[src/rtl/mem_stage.sv]
// Memory-access stage: splits each 32-bit load/store into two 16-bit accesses to an
// asynchronous SRAM with WAIT_CYCLES extra wait cycles per half-word.
module mem_stage #(
    parameter int unsigned WAIT_CYCLES = 1,
    parameter logic [31:0] BASE_ADDR   = 32'd1024
) (
    input  logic        clk_i,
    input  logic        rst_ni,
    input  logic        mem_r_en_i,
    input  logic        mem_w_en_i,
    input  logic [31:0] alu_result_i,
    input  logic [31:0] val_rm_i,
    output logic        ready_o,
    output logic [31:0] mem_read_value_o,
    output logic [17:0] sram_addr_o,
    output logic [15:0] sram_wdata_o,
    input  logic [15:0] sram_rdata_i,
    output logic        sram_we_n_o,
    output logic        sram_ce_n_o
);

    typedef enum logic [1:0] {StIdle, StLo, StHi, StDone} state_e;

    localparam logic [2:0] WaitLast = 3'(WAIT_CYCLES);

    state_e      state_q, state_d;
    logic [2:0]  cnt_q, cnt_d;
    logic [15:0] lo_hold_q, lo_hold_d;
    logic [31:0] mem_read_value_q, mem_read_value_d;

    logic        req;
    logic        is_store;
    logic        active;
    logic        half;
    logic        last_cnt;
    logic [16:0] word;

    assign req      = mem_r_en_i | mem_w_en_i;
    assign is_store = mem_w_en_i;
    assign last_cnt = (cnt_q == WaitLast);
    // Addresses below BASE_ADDR wrap modulo 2^17 words through the truncation.
    assign word     = 17'((alu_result_i - BASE_ADDR) >> 2);

    always_ff @(posedge clk_i or negedge rst_ni) begin
        if (!rst_ni) begin
            state_q          <= StIdle;
            cnt_q            <= 3'd0;
            lo_hold_q        <= 16'd0;
            mem_read_value_q <= 32'd0;
        end else begin
            state_q          <= state_d;
            cnt_q            <= cnt_d;
            lo_hold_q        <= lo_hold_d;
            mem_read_value_q <= mem_read_value_d;
        end
    end

    always_comb begin
        state_d          = state_q;
        cnt_d            = cnt_q;
        lo_hold_d        = lo_hold_q;
        mem_read_value_d = mem_read_value_q;
        half             = 1'b0;
        active           = 1'b0;
        unique case (state_q)
            StIdle: begin
                if (req) begin
                    state_d = StLo;
                    cnt_d   = 3'd0;
                end
            end
            StLo: begin
                active = 1'b1;
                if (last_cnt) begin
                    state_d = StHi;
                    cnt_d   = 3'd0;
                    if (!is_store) lo_hold_d = sram_rdata_i;
                end else begin
                    cnt_d = cnt_q + 3'd1;
                end
            end
            StHi: begin
                active = 1'b1;
                half   = 1'b1;
                if (last_cnt) begin
                    state_d = StDone;
                    if (!is_store) mem_read_value_d = {sram_rdata_i, lo_hold_q};
                end else begin
                    cnt_d = cnt_q + 3'd1;
                end
            end
            StDone: state_d = StIdle;
            default: state_d = StIdle;
        endcase
    end

    always_comb begin
        sram_ce_n_o  = ~active;
        sram_we_n_o  = ~(active & is_store);
        sram_addr_o  = active ? {word, half} : 18'd0;
        sram_wdata_o = 16'd0;
        if (active && is_store) sram_wdata_o = half ? val_rm_i[31:16] : val_rm_i[15:0];
    end

    assign ready_o          = ~req | (state_q == StDone);
    assign mem_read_value_o = mem_read_value_q;

endmodule

[config.mk]
export PLATFORM = sky130hd
export DESIGN_NAME = mem_stage
export DESIGN_NICKNAME = d
export VERILOG_FILES = /design/src/rtl/mem_stage.sv
export SDC_FILE = /design/constraint.sdc
export NUM_CORES = 1
export LEC_CHECK = 0
export BUFFER_PORTS_ARGS = -buffer_cell sky130_fd_sc_hd__buf_4
export CAP_MARGIN = 20
export CORE_MARGIN = 8
export CORE_UTILIZATION = 27
export CTS_CLUSTER_SIZE = 28
export DETAILED_ROUTE_END_ITERATION = 8
export PLACE_DENSITY = 0.64
export SLEW_MARGIN = 15
export SYNTH_ARGS = -nofsm -noshare
export SYNTH_HDL_FRONTEND = slang
export SYNTH_SLANG_ARGS = --single-unit
[constraint.sdc]
create_clock -name clk_i -period 2.75 [get_ports clk_i]
set_input_delay 0.825 -clock clk_i [delete_from_list [all_inputs] [get_ports clk_i]]
set_output_delay 0.825 -clock clk_i [all_outputs]
set_load 0.01 [all_outputs]
# --- Word level (Yosys, flattened, before mapping) ---
# Index checks and enable logic that the tools add are counted.
totals:
  reg_bits: 53
  out_inout_bits: 69
op_classes:
  add_sub_neg: 2
  n_eq_ne: 8
  mux: 13
  bitwise: 7
  n_reduce_logical: 8
ops:
  columns: ["operator", "count"]
  rows:
  - ["two-way mux 16 bit", 2]
  - ["subtractor 19 x 11 -> 19 bit, second input constant", 1]
  - ["two-way mux 18 bit", 1]
  - ["AND reduction 3 bit", 4]
  - ["two-way mux 3 bit", 3]
  - ["case mux 3 bit (3 select lines)", 1]
  - ["inequality test 2 bit, second input constant", 4]
  - ["case mux 2 bit (4 select lines)", 1]
  - ["two-way mux 2 bit", 3]
  - ["equality test 2 bit, second input constant", 2]
  - ["NOT 1 bit", 4]
  - ["adder 3 x 1 -> 3 bit, second input constant", 1]
  - ["equality test 3 x 1 -> 1 bit, second input constant", 1]
  - ["nonzero test 3 bit", 1]
  - ["equality test 2 x 1 -> 1 bit, second input constant", 1]
  - ["zero test 2 bit", 1]
  - ["two-way mux 1 bit", 2]
  - ["OR 1 bit", 2]
  - ["OR reduction 2 bit", 1]
  - ["bitwise AND 1 bit", 1]
  - ["logical AND 1 bit", 1]

# --- Logic depth before layout (Yosys ltp) ---
logic_depth:
  word_depth: 5
  depth_mapped: 7
  depth_no_buf: 6

# --- Worst setup path after synthesis ---
# Ideal clock, no wire load.
synth_path:
  kind: "in2out"
  startpoint: "input alu_result_i[10]"
  endpoint: "output sram_addr_o[17]"
  arrival_time_ns: 1.781
  path_slack_ns: 0.144
  stages: 6
  n_path_buf: 0
  cell_sequence: "inv_1 -> ha_1 -> nand2b_1 -> or3b_1 -> xor2_1 -> nor2_1"
synth_between:
  elab_chain_len: 2
synth_rtl:
  columns: ["element", "line", "source"]
  rows:
  - ["from (decl)", "11", "input logic [31:0] alu_result_i,"]
  - ["subtractor 19 x 11 -> 19 bit", "42", "assign word = 17'((alu_result_i - BASE_ADDR) >> 2);"]
  - ["two-way mux 18 bit", "100", "sram_addr_o = active ? {word, half} : 18'd0;"]
  - ["to (decl)", "15", "output logic [17:0] sram_addr_o,"]
# Every way passes these cells.

# --- Worst setup path in the final report ---
layout_path:
  startpoint: "input alu_result_i[11]"
  endpoint: "output sram_addr_o[17]"
# Same word-level chain as after synthesis.

==> impl_results.md <==
* Detail Placement HPWL at 5530 µm
* EDFF count, synth at 0
* CTS sink cnt at 53
* Syn_area_per_cell at 12.6 µm²
* Peak VDD IR at 0.475 mV
* First-pass GRT wire length at 11300 µm
* Final instance area at 4080 µm²
* Commonest cells after routing, fill and taps aside: 145 x buf_4, 53 x dfrtp_1, 47 x mux2_2
* Placer Congestion at 0.716
* Crit path DAT at 1.95 ns
* Starting DRT DRC Count at 40
* Lkg Pwr at 1.98 nW
* Placed Area at 3870 µm²
* Worst min path class: flip-flop to flip-flop
* N_diodes at 0
* Largest net degree at the start of global routing at 54
* Slew headroom at 55.4%
* Post-synthesis cell count at 212
* Vias in the first global route at 2455
* Failing checks: negative setup slack
* Synthesized flop and latch total at 53
* Clk root buf: clkbuf_8
* CP Depth at 8
* Yosys warning total at 0
* Main synth FF type: dfrtp_1
* Maxcap violations at 0
* Setup WS post-layout at -0.0263 ns
* Detailed Routing Iterations Pass 1 at 4
* CP max stage cell: or3b_4
* Clock tree buffer depth at 2
* Non-Filler Instances at 493
* WL met3 at 1150 µm
* Final Cycle Share at 101%
* Outcome: complete, but fails checks
* Final Hold Vio Count at 0
* Initial Util at 27.5%
* Routed WL at 6990 µm
* Final setup fails at 1
* Seq/Total Area, Yosys at 49.8%
* Crit path top cell by count: buf_4
* Worst path bufs/invs at 3
* Clock Latency Late Sink at 0.30 ns
* Initial antenna violation count at 0
* CTS tree: done
* Worst setup EP type: output port
* Met1 WL at 2730 µm
* Avg Vias per Cell at 4.40
* TNS Setup at -0.0263 ns
* # IOs at 153
* Area growth syn-to-layout at 52.9%
* GRT Overall Usage at 10.5%
* Total power divided by cell area at 1020 nW/µm²
* H-tree Lvls at 2
* Max Freq at 360 MHz
* Metal2 WL at 3060 µm
* WP data required at 1.93 ns
* Nets at 450
* Cell Area, Synth at 2670 µm²
* Library cells used by synthesis at 34
* Min Tclk post-route at 2.78 ns
* Setup Skew at 0.0112 ns
* Total number of vias at 2168
* Nature of the critical path startpoint: input port
* Die Ht at 115 µm
* Top layer in use: met4
* Worst slew pin tran at 0.670 ns
* Cell family with most CP delay: simple AND/OR/NAND/NOR gates
* Setup CP Type: input port to output port
* Residual DRC at 0
* Commonest non-fill, non-tap cell in the layout: buf_4
* Port-buffer cells at 137
* Hold path cells at 1
* CP max stage delay at 0.40 ns
* Fin. max-slew vios at 0
* GRT Residual Overflow at 0
* Drt wl/cell at 14.2 µm
* CTS clock-pin slew for the worst setup and hold paths at 0.09 ns
* Crit-path max FO at 2
* Post-Syn Nets at 303
* Worst path cell trace: buf_4, inv_2, ha_4, nand2b_1, or3b_4, xor2_1, nor2_1, buf_4
* Async set-reset flop share out of synthesis at 100%
* Die W at 115 µm
* DP Cell Count at 482
* Worst Reg-to-Reg Cells at 6
* Die area at 13300 µm²
* RSZ-0062 raised after global routing: true
* Num rows at 36
* Layout cell share with drive strength beyond 1 at 61.1%
* Routed Antenna Nets at 0
* Core box area at 9680 µm²
* Number of buffers created by CTS at 5
registers in the layout, indices dropped and copies added (netlist names):
register	cells
lo_hold_q	16
cnt_q	3
mem_read_value_o	32
state_q	2
final cells by class:
class	count	area (µm²)
Fill cell	922	5610
Sequential cell	53	1330
Multi-Input combinational cell	142	1290
Timing Repair Buffer	149	1140
Tap cell	133	166
Clock buffer	6	72.6
Clock inverter	2	38.8
Inverter	7	30.0
Timing Repair inverter	1	5.00
worst reg2reg max path: cells and delay by family (launching register included):
| family | cells | cell delay [ns] |
|---|---|---|
| buffers and inverters | 3 | 0.72 |
| DFF | 1 | 0.44 |
| muxes | 1 | 0.41 |
| adders and majority gates | 1 | 0.27 |
| and+or+nand+nor | 1 | 0.18 |
through the flow:
step	worst slack [ns]	hold slack, ns	total power, mW	utilization [%]
floorplan	0.144	0.460	2.51	-
global placement	-0.0622	0.466	3.53	40.0
detailed placement	-0.0702	0.478	3.57	40.0
CTS	-0.0320	0.501	4.13	41.4
global route	-0.126	0.519	4.49	42.1
finish	-0.0263	0.493	4.15	42.1
cells in the mapped netlist (all sizes together), types with 2 or more instances:
cell type,instances,share of area [%]
inv,7,0.99
nand2b,3,0.99
nor4,2,0.70
xor2,3,0.99
nor2,28,3.9
xnor2,3,0.99
clkbuf,4,0.61
dfrtp,53,50
nand2,4,0.56
buf,6,2.3
nor3,2,0.38
and2,9,2.1
mux2i,18,6.8
mux2,49,21
ha,7,3.3
o21ai,2,0.38
nor3b,3,1.7
where the power goes:
group	total (mW)	internal, mW	switching (mW)
clock	0.521	0.273	0.248
combinational	2.31	1.28	1.04
sequential	1.31	1.13	0.179
routing by layer:
layer  vias up  track usage, %
met5         -               0
met1      1021            11.3
met2       123            16.6
li1       1019               -
met3         5            7.51
met4         0            1.84
repair_timing:
action,4_1_cts,5_1_grt
pin swaps,3,4
resized for setup,6,11
hold buffers,0,0
setup buffers,0,2
endpoints found under the setup margin,20,21
cloned,0,1
final timing paths:
check | from | to | slack [ns]
worst max-delay path | alu_result_i[11] | sram_addr_o[17] | -0.03
worst min register to register | lo_hold_q[11] | mem_read_value_o[11] | 0.49
worst max register to register | state_q[0] | mem_read_value_o[9] | 0.61
min in group asynchronous | rst_ni | mem_read_value_o[14] | 0.56
max in group asynchronous | rst_ni | mem_read_value_o[5] | 1.75
worst min-delay path | lo_hold_q[11] | mem_read_value_o[11] | 0.49
kinds of logic (layout without fill, tap and decap cells):
family / count (synthesis) / count (layout) / synth area share [%]
flip-flops: 53 / 53 / 49.8
adder cells (fa/ha/maj): 7 / 7 / 3.29
multiplexers: 67 / 67 / 27.5
XOR/XNOR: 6 / 6 / 1.97
AND/OR/NAND/NOR: 53 / 53 / 11.0
buffers and inverters: 17 / 165 / 3.90
AO/OA/AOI/OAI: 9 / 9 / 2.63
No activity file was read; power rests on OpenSTA's default activity.
